File: src/rtl/burst_scheduler_pkg.sv
// Shared types and constants for the burst scheduler: state encoding,
// counter width, the smallest usable period, and the cycle-to-phase mapping.
package burst_scheduler_pkg;

    localparam int CNT_W = 32;

    // A period needs at least two cycles so that cnt==T-1 is distinct from cnt==0.
    localparam logic [CNT_W-1:0] MIN_PERIOD = 32'd2;

    typedef enum logic [1:0] {
        IDLE     = 2'd0,
        PREAMBLE = 2'd1,
        PAYLOAD  = 2'd2,
        GUARD    = 2'd3
    } schedState_e;

    // Maps a period-relative cycle index onto the phase it belongs to.
    // The payload end is formed in CNT_W+1 bits so a large P+B cannot wrap.
    // In continuous mode everything after the preamble is payload.
    // With P=0 and B=0 the period has no active cycles and starts in GUARD.
    function automatic schedState_e phaseForCount(
        input logic [CNT_W-1:0] cnt,
        input logic [CNT_W-1:0] preLen,
        input logic [CNT_W-1:0] payLen,
        input logic             continuous
    );
        logic [CNT_W:0] payEnd;
        schedState_e    phase;
        payEnd = {1'b0, preLen} + {1'b0, payLen};
        if (cnt < preLen) begin
            phase = PREAMBLE;
        end else if (continuous || ({1'b0, cnt} < payEnd)) begin
            phase = PAYLOAD;
        end else begin
            phase = GUARD;
        end
        return phase;
    endfunction

endpackage

File: src/rtl/burst_scheduler.sv
// Periodic burst scheduler: each period of T cycles is split into a preamble
// (P cycles), a payload (B cycles) and a guard remainder. Configuration is
// shadowed at period boundaries so mid-period input changes never disturb the
// burst in flight. Continuous mode keeps the payload running across wraps.
module burst_scheduler
    import burst_scheduler_pkg::*;
(
    input  logic             hb0_gtwiz_userclk_tx_usrclk2_int,
    input  logic             hb0_gtwiz_reset_n_int,
    input  logic             sched_enable,
    input  logic [CNT_W-1:0] preamble_length_vio_int,
    input  logic [CNT_W-1:0] burst_length_vio_int,
    input  logic [CNT_W-1:0] burst_period_vio_int,
    input  logic             b2bcontrol,
    output logic             burst_en,
    output logic             preamble_active,
    output logic             payload_active,
    output logic             burst_start,
    output logic [CNT_W-1:0] burst_count,
    output logic             config_err
);

    schedState_e      state_q, state_d;
    logic [CNT_W-1:0] cnt_q, cnt_d;
    logic [CNT_W-1:0] preLen_q, preLen_d;
    logic [CNT_W-1:0] payLen_q, payLen_d;
    logic [CNT_W-1:0] period_q, period_d;
    logic             continuous_q, continuous_d;
    logic [CNT_W-1:0] burstCount_q, burstCount_d;
    logic             configErr_q, configErr_d;

    logic             preambleActive_q, preambleActive_d;
    logic             payloadActive_q, payloadActive_d;
    logic             burstEn_q, burstEn_d;
    logic             burstStart_q, burstStart_d;

    logic [CNT_W-1:0] cntNext;
    logic             lastCycle;
    logic             periodInValid;

    assign cntNext       = cnt_q + 32'd1;
    assign lastCycle     = (cnt_q == (period_q - 32'd1));
    assign periodInValid = (burst_period_vio_int >= MIN_PERIOD);

    // Next-state logic: period counting, shadow capture, continuous-mode hold
    // and the registered-output decode of the state being entered.
    always_comb begin
        state_d          = state_q;
        cnt_d            = cnt_q;
        preLen_d         = preLen_q;
        payLen_d         = payLen_q;
        period_d         = period_q;
        continuous_d     = continuous_q;
        burstCount_d     = burstCount_q;
        configErr_d      = configErr_q;
        burstStart_d     = 1'b0;

        case (state_q)
            IDLE: begin
                cnt_d = '0;
                if (sched_enable) begin
                    if (periodInValid) begin
                        preLen_d     = preamble_length_vio_int;
                        payLen_d     = burst_length_vio_int;
                        period_d     = burst_period_vio_int;
                        continuous_d = b2bcontrol;
                        configErr_d  = 1'b0;
                        burstStart_d = 1'b1;
                        burstCount_d = burstCount_q + 32'd1;
                        state_d      = phaseForCount('0, preamble_length_vio_int,
                                                     burst_length_vio_int, b2bcontrol);
                    end else begin
                        configErr_d = 1'b1;
                    end
                end
            end

            default: begin
                if (lastCycle) begin
                    // The period always completes; what follows depends on
                    // the enable and the configuration present at the wrap.
                    if (!sched_enable) begin
                        state_d = IDLE;
                        cnt_d   = '0;
                    end else if (!periodInValid) begin
                        state_d     = IDLE;
                        cnt_d       = '0;
                        configErr_d = 1'b1;
                    end else begin
                        preLen_d     = preamble_length_vio_int;
                        payLen_d     = burst_length_vio_int;
                        period_d     = burst_period_vio_int;
                        continuous_d = b2bcontrol;
                        configErr_d  = 1'b0;
                        cnt_d        = '0;
                        burstStart_d = 1'b1;
                        burstCount_d = burstCount_q + 32'd1;
                        // An ongoing continuous payload rides through the wrap;
                        // otherwise the new period starts from its own mapping.
                        if (continuous_q && b2bcontrol && (state_q == PAYLOAD)) begin
                            state_d = PAYLOAD;
                        end else begin
                            state_d = phaseForCount('0, preamble_length_vio_int,
                                                    burst_length_vio_int, b2bcontrol);
                        end
                    end
                end else begin
                    cnt_d = cntNext;
                    if (continuous_q && (state_q == PAYLOAD)) begin
                        state_d = PAYLOAD;
                    end else begin
                        state_d = phaseForCount(cntNext, preLen_q, payLen_q, continuous_q);
                    end
                end
            end
        endcase

        preambleActive_d = (state_d == PREAMBLE);
        payloadActive_d  = (state_d == PAYLOAD);
        burstEn_d        = preambleActive_d | payloadActive_d;
    end

    // State, counter, shadow configuration and burst counter registers.
    always_ff @(posedge hb0_gtwiz_userclk_tx_usrclk2_int or negedge hb0_gtwiz_reset_n_int) begin
        if (!hb0_gtwiz_reset_n_int) begin
            state_q      <= IDLE;
            cnt_q        <= '0;
            preLen_q     <= '0;
            payLen_q     <= '0;
            period_q     <= '0;
            continuous_q <= 1'b0;
            burstCount_q <= '0;
            configErr_q  <= 1'b0;
        end else begin
            state_q      <= state_d;
            cnt_q        <= cnt_d;
            preLen_q     <= preLen_d;
            payLen_q     <= payLen_d;
            period_q     <= period_d;
            continuous_q <= continuous_d;
            burstCount_q <= burstCount_d;
            configErr_q  <= configErr_d;
        end
    end

    // Output flops, loaded alongside the state so they describe the current cycle;
    // the async clear drops the laser enable as soon as reset asserts.
    always_ff @(posedge hb0_gtwiz_userclk_tx_usrclk2_int or negedge hb0_gtwiz_reset_n_int) begin
        if (!hb0_gtwiz_reset_n_int) begin
            preambleActive_q <= 1'b0;
            payloadActive_q  <= 1'b0;
            burstEn_q        <= 1'b0;
            burstStart_q     <= 1'b0;
        end else begin
            preambleActive_q <= preambleActive_d;
            payloadActive_q  <= payloadActive_d;
            burstEn_q        <= burstEn_d;
            burstStart_q     <= burstStart_d;
        end
    end

    assign burst_en        = burstEn_q;
    assign preamble_active = preambleActive_q;
    assign payload_active  = payloadActive_q;
    assign burst_start     = burstStart_q;
    assign burst_count     = burstCount_q;
    assign config_err      = configErr_q;

endmodule

File: config.mk
export PLATFORM = sky130hd
export DESIGN_NAME = burst_scheduler
export DESIGN_NICKNAME = d
export VERILOG_FILES = /design/src/rtl/burst_scheduler_pkg.sv /design/src/rtl/burst_scheduler.sv
export SDC_FILE = /design/constraint.sdc
export NUM_CORES = 1
export LEC_CHECK = 0
export CORE_MARGIN = 2
export CORE_UTILIZATION = 59
export DETAILED_ROUTE_END_ITERATION = 7
export GPL_ROUTABILITY_DRIVEN = 0
export HOLD_SLACK_MARGIN = 0.02
export PLACE_DENSITY_LB_ADDON = 0.05
export SETUP_SLACK_MARGIN = 0.3
export SYNTH_ARGS = -nofsm -noshare
export SYNTH_HDL_FRONTEND = slang
export SYNTH_SLANG_ARGS = --single-unit
File: constraint.sdc
create_clock -name hb0_gtwiz_userclk_tx_usrclk2_int -period 6.1 [get_ports hb0_gtwiz_userclk_tx_usrclk2_int]
set_input_delay 1.525 -clock hb0_gtwiz_userclk_tx_usrclk2_int [delete_from_list [all_inputs] [get_ports hb0_gtwiz_userclk_tx_usrclk2_int]]
set_output_delay 1.525 -clock hb0_gtwiz_userclk_tx_usrclk2_int [all_outputs]
set_load 0.01 [all_outputs]
==> flow_summary.toml, run 1 <==
[die]
die-height_um = 154
die_w_um = 154
core_area_mm2 = 0.0220
pin_count = 137
initial_core_util = 0.604
row_count = 54
die_area_mm2 = 0.0237

[synth]
syn_avg_cell_area_um2 = 9.36
synth_top_area_frac = 0.317
synth.distinct_cells = 78
synth-edff-count = 0
synth.area.top_cells = "dfrtp_1 32%, ha_1 12%, mux2_2 8.6%, xnor2_1 4.8%, xor2_1 4.6%"
synth_seq_area_share = 0.317
synthTopCellsByCount = "168 x dfrtp_1, 131 x ha_1, 101 x mux2_2, 78 x nor2_1"
synth.most_common_cell = "dfrtp_1"
synth_largest_area_cell = "dfrtp_1"
synth_area_mm2 = 0.0133
async_reset_ff_frac = 1.00
synth-main-ff-cell = "dfrtp_1"
yosysWarnings = 0
yosys_register_bits = 168
synth_cells = 1417
syn-num-nets = 1650

[clock_tree]
clk_pin_slew_ps = 70
cts_htree_levels = 4
clk_path_buf_depth = 2
cts_tree = "built"
cts_resized = 0
hold_buffers = 0
post_cts_buffers = 0
ctsRootBufferMaster = "clkbuf_16"
cts_made_buffers = 17
clock-sinks = 168
insertion_delay_ps = 440

[detailed_routing]
drt-initial-drc-count = 727
drt_wl_total_mm = 34.1
wl_per_cell_um = 18.7
drt-pass1-iter-count = 5
via_count = 11300
drc = 0
vias_per_cell = 6.22
ant_nets = 0

[sta]
final-max-slew-violation-count = 0
worst_slew_pin_slew_ps = 1100
min_period_ps = 5630
fin_crit_sh = 0.923
finClkSkew_ps = 15.7
rsz0062_at_grt = "false"
tns_ps = 0
maxSlewHeadroom = 0.266
hold_violations = 0
whs_ps = 485
fmax_mhz = 178
setup_violations = 0

[setup_path]
crit_path_start_kind = "primary input"
worstSetupStartpoint = "preamble_length_vio_int[0]"
crit_path_frequent_cell = "ha_1"
crit_family = "compound AO/OA/AOI/OAI gates"
cpPeakStageDelay_ps = 520
cp-end-kind = "register"
path_buf_inv = 2
critPathKind = "in -> reg"
r2r-start = "preLen_q[2]$_DFFE_PN0P_"
cp_max_fo = 3
path_cells = "clkdlybuf4s50_1 > ha_1 > fa_1 > a211oi_1 > o21ai_0 > a311o_1 > a32oi_1 > nand4_1 > nor4_1 > o2111ai_1 > or4_1 > or4_4 > o211a_1 > ha_1 > inv_1"
cp.arrival_ps = 5970
worstPathRequired_ps = 6430
slowest_stage = "or4_4"

[final_layout]
fin_util = 0.702
final_layout_size_suffix_gt1_frac = 0.105
seq_area_mm2 = 0.00420
area_growth_syn_to_layout_pct = 16.3
num_antenna_cells = 0
n_fill_cell = 1727
layoutNonFillerInstCount = 1823
multi_input_area_mm2 = 0.00857
nets = 1763

[global_route]
antenna_found_initial = 0
grt_usage = 0.291
grt_pass1_vias = 11000
grt.overflow.total = 0
grt_max_degree = 100
grt_pass1_wl_mm = 55.3

[worst_hold_path]
hold_path.startpoint = "burst_count[31]$_DFFE_PN0P_"
hold_path_class = "reg -> reg"

[power_and_ir_drop]
p_leak_nw = 6.99
power_density_mw_per_mm2 = 218
total_power_mw = 3.37
max-vdd-ir-drop_mv = 0.166

[place]
dpl.cell_count = 1791
numPortBuffers = 136
hpwl_mm = 26.4

[flow_run]
drv_cap = 0

[run_status]
status = "finished, final reports clean"
==> sequential cells by signal, summed over array words and instances, names as in the netlist <==
signal,cells
continuous_q,1
payLen_q,32
config_err,1
state_q,2
burst_start,1
preamble_active,1
preLen_q,32
burst_count,32
burst_en,1
period_q,32
cnt_q,32
payload_active,1
==> final cells by class <==
type | instances | area share
sequential | 168 | 0.273
clock buffer | 17 | 0.0276
timing repair buffer | 141 | 0.0924
clock inverter | 15 | 0.0103
inverter | 75 | 0.0183
multi-input combinational | 1127 | 0.556
tap | 280 | 0.0227
==> power breakdown <==
group          switching, mW  total [mW]  internal, mW
sequential             0.108        1.30          1.19
clock                  0.521        1.07         0.548
combinational          0.527        1.00         0.473
==> logic make-up (layout without fill, tap and decap cells) <==
kind of cell	Yosys count	count (layout)	synth area share
adder cells (fa/ha/maj)	133	133	0.127
buffers and inverters	122	248	0.0368
XOR/XNOR	142	142	0.0938
AND/OR/NAND/NOR	442	442	0.179
multiplexers	111	111	0.0933
AO/OA/AOI/OAI	299	299	0.153
flip-flops	168	168	0.317
==> routing by layer <==
| metal | track usage | vias to the layer above | part of all wire |
|---|---|---|---|
| li1 | - | 5472 | - |
| met1 | 0.401 | 5375 | 0.46 |
| met3 | 0.0389 | 78 | 0.056 |
| met4 | 0.116 | 0 | 0.034 |
| met5 | 0 | - | 0 |
| met2 | 0.469 | 421 | 0.45 |
==> metrics by stage <==
step | setup slack [ps] | instance area [µm²]
after floorplan | 1020 | 13300
after global placement | 160 | 14800
after detailed placement | 84.8 | 14800
after CTS | 548 | 15400
after global routing | 317 | 15400
final | 468 | 15400
==> final timing paths <==
kind	endpoint	slack, ps	depth (start not counted)
max reg2reg	burst_en$_DFF_PN0_	890	22
max in group asynchronous	preLen_q[21]$_DFFE_PN0P_	4050	2
min in group asynchronous	period_q[3]$_DFFE_PN0P_	1080	1
max	burst_en$_DFF_PN0_	470	15
min	burst_count[31]$_DFFE_PN0P_	490	1
min reg2reg	burst_count[31]$_DFFE_PN0P_	490	1
==> layout by cell type (no fill, tap or decap), drive strengths merged, types with 8 or more instances in the layout <==
master	instances
a21o	38
xor2	70
a21oi	77
nor4	39
mux2i	10
a31oi	10
inv	82
o21ai	52
nand3	47
nor2b	43
a2111oi	8
nor3	49
and2	8
nand2	77
or4	11
nor2	79
o2111ai	9
clkdlybuf4s50	135
clkbuf	17
mux2	101
o211ai	13
dfrtp	168
a211oi	12
and3	12
nand4	32
ha	131
o21a	12
xnor2	72
Power figures use the tool's default switching activity.
==> run 2, diff against run 1 <==
--- a/config.mk
+++ b/config.mk
@@ -5,10 +5,12 @@
 export SDC_FILE = /design/constraint.sdc
 export NUM_CORES = 1
 export LEC_CHECK = 0
+export CELL_PAD_IN_SITES_DETAIL_PLACEMENT = 1
+export CELL_PAD_IN_SITES_GLOBAL_PLACEMENT = 2
 export CORE_MARGIN = 2
-export CORE_UTILIZATION = 59
+export CORE_UTILIZATION = 37
 export DETAILED_ROUTE_END_ITERATION = 7
-export GPL_ROUTABILITY_DRIVEN = 0
+export GPL_ROUTABILITY_DRIVEN = 1
 export HOLD_SLACK_MARGIN = 0.02
 export PLACE_DENSITY_LB_ADDON = 0.05
 export SETUP_SLACK_MARGIN = 0.3
==> run 2 against run 1 <==
Cell count rose by 11%. Critical path depth did not move. Worst setup slack improved by 18 ps. Global-route usage fell by 6.6 points. Clock power barely moved. Sequential power barely moved. Utilization fell by 25 points. Clock-buffer cell count rose by 4. Largest power group unchanged. Highest routed layer unchanged.
==> flow_summary.toml, run 2 (same netlist as run 1, synthesis figures left out) <==
[clock_tree]
ctsRootBufferMaster = "clkbuf_16"
cts_tree = "built"
cts_htree_levels = 4
cts_made_buffers = 17
clock-sinks = 168
clk_path_buf_depth = 2
clk_pin_slew_ps = 70
insertion_delay_ps = 450

[global_route]
antenna_found_initial = 0
grt_pass1_wl_mm = 67.1
grt.overflow.total = 0
grt_max_degree = 90
grt_pass1_vias = 11900
grt_usage = 0.225

[place]
place_area_mm2 = 0.0152
dpl.cell_count = 1995
numPortBuffers = 136
gp_congestion = 0.934
hpwl_mm = 33.2

[final_layout]
layout_commonest_cell = "dfrtp_1"
final_layout_size_suffix_gt1_frac = 0.121
layoutNonFillerInstCount = 2026
fin_util = 0.448
nets = 1786
final_cell_mix = "168 x dfrtp_1, 135 x clkdlybuf4s50_1, 131 x ha_1, 101 x mux2_2, 78 x nor2_1"
fin_area_mm2 = 0.0159
area_growth_syn_to_layout_pct = 19.6
n_fill_cell = 4037
num_antenna_cells = 0

[worst_hold_path]
hold_path.startpoint = "burst_count[13]$_DFFE_PN0P_"
hold_path_end = "burst_count[13]$_DFFE_PN0P_"
hold_path_depth = 1
hold_path_class = "reg -> reg"

[setup_path]
cp_max_fo = 3
crit_family = "compound AO/OA/AOI/OAI gates"
r2r_cells = 23
path_buf_inv = 2
reg2reg_to = "burst_en$_DFF_PN0_"
worstSetupStartpoint = "preamble_length_vio_int[0]"
crit_path_start_kind = "primary input"
critPathKind = "in -> reg"
r2r-start = "payLen_q[1]$_DFFE_PN0P_"
path_cells = "clkdlybuf4s50_1 > ha_1 > fa_1 > a211oi_2 > nor3_1 > o21ai_0 > a21oi_1 > o221ai_1 > xnor2_1 > a2111o_1 > or4_1 > or4_4 > o211a_1 > ha_1 > inv_1"
cpPeakStageDelay_ps = 530
cp.arrival_ps = 5950
worstPathRequired_ps = 6440
crit_path_frequent_cell = "ha_1"
cp-end-kind = "register"
slowest_stage = "or4_1"
ff2ff_setup_slack_ps = 880

[sta]
maxSlewHeadroom = 0.391
worst_slew_pin_slew_ps = 913
fmax_mhz = 178
setup_violations = 0
finClkSkew_ps = 14.9
final-max-slew-violation-count = 0
min_period_ps = 5610
rsz0062_at_grt = "false"
fin_crit_sh = 0.920
hold_violations = 0

[power_and_ir_drop]
p_leak_nw = 7.11
power_density_mw_per_mm2 = 218
swShare = 0.330
power_frac_comb = 0.304
p_int_mw = 2.31
max-vdd-ir-drop_mv = 0.199
seqPwrFrac = 0.377
power_switching_mw = 1.14
clkPwrFrac = 0.320

[die]
row_count = 69
die_area_mm2 = 0.0374
initial_core_util = 0.375
die_w_um = 193
core_area_mm2 = 0.0354
die-height_um = 193
pin_count = 137

[detailed_routing]
drc = 0
ant_nets = 0
drt-pass1-iter-count = 6
wl_per_cell_um = 20.4
drt_wl_total_mm = 41.3
vias_per_cell = 5.55
drt-initial-drc-count = 344
via_count = 11200

[flow_run]
drv_cap = 0

[run_status]
status = "finished, final reports clean"
## run 2: changes by cell type in the layout (fill, tap and decap cells not counted), sizes merged
cell / previous run / this run
clkbuf: 17 / 21
inv: 82 / 77
buf: 6 / 29
bufinv: 0 / 2
clkinv: 6 / 4
## run 2: how the worst max path moves through the flow
stage,cells past startpoint,to
5_1_grt,15,burst_en$_DFF_PN0_
4_1_cts,13,burst_en$_DFF_PN0_
6_report,15,burst_en$_DFF_PN0_
2_1_floorplan,14,burst_en$_DFF_PN0_
3_5_place_dp,13,burst_en$_DFF_PN0_
3_3_place_gp,13,burst_en$_DFF_PN0_
## run 2: metrics by stage
step	total power [mW]	setup WS [ps]	hold slack, ps	TNS, ps
final	3.45	486	480	0
after floorplan	1.97	1020	485	0
after global routing	3.67	320	515	0
after detailed placement	2.37	-76.3	473	-76.3
after global placement	2.35	16.1	477	0
after CTS	3.50	354	487	0
## run 2: area by class of cell
cell class	count	area [µm²]	area share
Multi-Input combinational cell	1127	8620	0.544
Sequential cell	168	4200	0.265
Timing Repair Buffer	164	1590	0.100
Tap cell	461	577	0.0364
Clock buffer	21	470	0.0297
Inverter	75	282	0.0178
Clock inverter	10	116	0.00734
## run 2: worst register-to-register path, stage by stage, from the launching register on
cell       delay [ps]
dfrtp_1           460
ha_1              330
a211o_1           270
a21oi_1           200
o21ai_0           130
a21oi_1           340
o31ai_2           170
a21o_1            200
a21o_1            200
a21o_1            180
a21oi_1           170
xor2_1            100
ha_1              300
nand2_1            50
nor3_1            230
nand2_1            80
o211ai_1          250
a21oi_1           110
a2111oi_0         370
a21boi_0          310
o21bai_1          180
o211a_1           160
ha_1              280
inv_1              50
## run 2: power groups by stage
stage	registers, mW	logic [mW]	clock network [mW]
after floorplan	1.28	0.691	0
after global placement	1.32	1.03	0
after detailed placement	1.32	1.05	0
after CTS	1.30	1.06	1.14
after global routing	1.32	1.18	1.18
final	1.30	1.05	1.10
## run 2: timing repair
item / 4_1_cts / 5_1_grt
setup buffers: 0 / 0
hold endpoints to repair: 0 / 0
resized for setup: 0 / 9
endpoints found under the setup margin: 0 / 3
hold buffers: 0 / 0
## run 2: layer usage
layer	global-route usage	up-vias	wire length (µm)	part of all wire
met4	0.0707	0	962	0.023
met3	0.0253	37	754	0.018
met5	0	-	0	0
met1	0.312	5585	20400	0.49
li1	-	5482	-	-
met2	0.369	136	19100	0.46
==> run 3, diff against run 2 <==
--- a/config.mk
+++ b/config.mk
@@ -12,8 +12,7 @@
 export DETAILED_ROUTE_END_ITERATION = 7
 export GPL_ROUTABILITY_DRIVEN = 1
 export HOLD_SLACK_MARGIN = 0.02
-export PLACE_DENSITY_LB_ADDON = 0.05
-export SETUP_SLACK_MARGIN = 0.3
+export PLACE_DENSITY = 0.94
 export SYNTH_ARGS = -nofsm -noshare
 export SYNTH_HDL_FRONTEND = slang
 export SYNTH_SLANG_ARGS = --single-unit
==> run 3 against run 2 <==
First-iteration DRC count grew 36%. Hold slack improved by 2.3 ps. Critical path type unchanged. Sequential power about the same. Highest routed layer unchanged. Wire length shrank 1.3%. Utilization decreased by 0.23 points.
==> flow_summary.toml, run 3 (same netlist as run 1, synthesis figures left out) <==
[run_status]
status = "finished, final reports clean"

[worst_hold_path]
hold_path_class = "reg -> reg"

[place]
numPortBuffers = 136
hpwl_mm = 32.7
gp_congestion = 0.943
pre_cts_ws_ps = -80.4

[final_layout]
area_growth_syn_to_layout_pct = 19.0
final_layout_size_suffix_gt1_frac = 0.111
nets = 1777
layout_commonest_cell = "dfrtp_1"
num_antenna_cells = 0
final_cell_mix = "168 x dfrtp_1, 135 x clkdlybuf4s50_1, 131 x ha_1, 101 x mux2_2, 78 x nor2_1"

[detailed_routing]
drt-initial-drc-count = 467
drt_wl_total_mm = 40.7
vias_per_cell = 5.67
via_count = 11400
wl_per_cell_um = 20.2
ant_nets = 0
drc = 0
drt-pass1-iter-count = 5

[power_and_ir_drop]
power_density_mw_per_mm2 = 222
p_leak_nw = 7.05
max-vdd-ir-drop_mv = 0.158

[clock_tree]
post_cts_buffers = 0
cts_htree_levels = 4
clk_pin_slew_ps = 60
clock-sinks = 168
ctsRootBufferMaster = "clkbuf_16"
cts_tree = "built"
clk_path_buf_depth = 2
hold_buffers = 0
cts_made_buffers = 17
insertion_delay_ps = 440
cts_resized = 0

[sta]
final-max-slew-violation-count = 0
rsz0062_at_grt = "false"
min_period_ps = 5710
finClkSkew_ps = 17.7
hold_violations = 0
setup_violations = 0
tns_ps = 0
finalWorstSetupSlack_ps = 387
fin_crit_sh = 0.936
worst_slew_pin_slew_ps = 1120
fmax_mhz = 175
maxSlewHeadroom = 0.254

[setup_path]
cp-end-kind = "register"
cp.arrival_ps = 6040
path_cells = "clkdlybuf4s50_1 > ha_1 > fa_1 > a211oi_1 > o21ai_0 > a311o_1 > a32oi_1 > nand4_1 > nor4_1 > o2111ai_1 > or4_1 > or4_4 > o211a_1 > ha_1 > inv_1"
worstPathRequired_ps = 6430
cp_max_fo = 3
critPathKind = "in -> reg"
slowest_stage = "or4_4"
cpPeakStageDelay_ps = 540
crit_path_frequent_cell = "ha_1"
crit_path_start_kind = "primary input"

[flow_run]
drv_cap = 0

[global_route]
grt_max_degree = 90
grt_usage = 0.221
grt.overflow.total = 0
antenna_found_initial = 0
grt_pass1_vias = 12000
grt_pass1_wl_mm = 66.5

[die]
row_count = 69
die_area_mm2 = 0.0374
initial_core_util = 0.375
die-height_um = 193
pin_count = 137
core_area_mm2 = 0.0354
die_w_um = 193
## run 3: cell count changes in the layout (fill, tap and decap cells not counted), sizes merged
cell      change
bufinv        +2
clkinvlp      +5
clkinv        -4
buf           -9
inv           -2
## run 3: worst paths after layout
| path | from | slack [ps] | cells after the start | endpoint |
|---|---|---|---|---|
| max | preamble_length_vio_int[0] | 390 | 15 | burst_en$_DFF_PN0_ |
| min | burst_count[13]$_DFFE_PN0P_ | 480 | 1 | burst_count[13]$_DFFE_PN0P_ |
| min reg2reg | burst_count[13]$_DFFE_PN0P_ | 480 | 1 | burst_count[13]$_DFFE_PN0P_ |
| max in group asynchronous | hb0_gtwiz_reset_n_int | 3750 | 2 | continuous_q$_DFFE_PN0P_ |
| min in group asynchronous | hb0_gtwiz_reset_n_int | 1030 | 1 | burst_count[16]$_DFFE_PN0P_ |
| max reg2reg | preLen_q[7]$_DFFE_PN0P_ | 530 | 21 | burst_en$_DFF_PN0_ |
## run 3: power by group
group	total [mW]	internal, mW	switching, mW
registers	1.30	1.19	0.110
logic	1.04	0.483	0.560
clock network	1.16	0.696	0.465
## run 3: area by class of cell
class,count,area [µm²]
multi-input cells,1127,8570
well taps,461,577
inverters,75,282
repair buffers,155,1520
clock inverters,11,173
fillers,4100,19600
flip-flops and latches,168,4200
clock buffers,21,450
## run 3: metal layers
layer	up-vias	track usage	share of wire
li1	5477	-	-
met1	5729	0.301	0.47
met2	195	0.367	0.48
met3	43	0.0288	0.030
met4	0	0.0645	0.023
met5	-	0	0
## run 3: worst max-delay path, delay by kind of cell
family | cells | cell delay, ps
AND/OR/NAND/NOR | 4 | 1490
adder cells (fa/ha/maj) | 3 | 970
AO/OA/AOI/OAI | 6 | 1580
buffers and inverters | 2 | 480
## run 3: through the flow
step | utilization | power, mW | hold slack [ps] | cells | cell area, µm²
CTS | 0.446 | 3.54 | 486 | 2018 | 15800
global route | 0.446 | 3.72 | 516 | 2018 | 15800
finish | 0.446 | 3.50 | 483 | 2018 | 15800
floorplan | - | 1.97 | 485 | 1417 | 13300
global placement | 0.428 | 2.31 | 475 | 1986 | 15200
detailed placement | 0.428 | 2.36 | 474 | 1986 | 15200
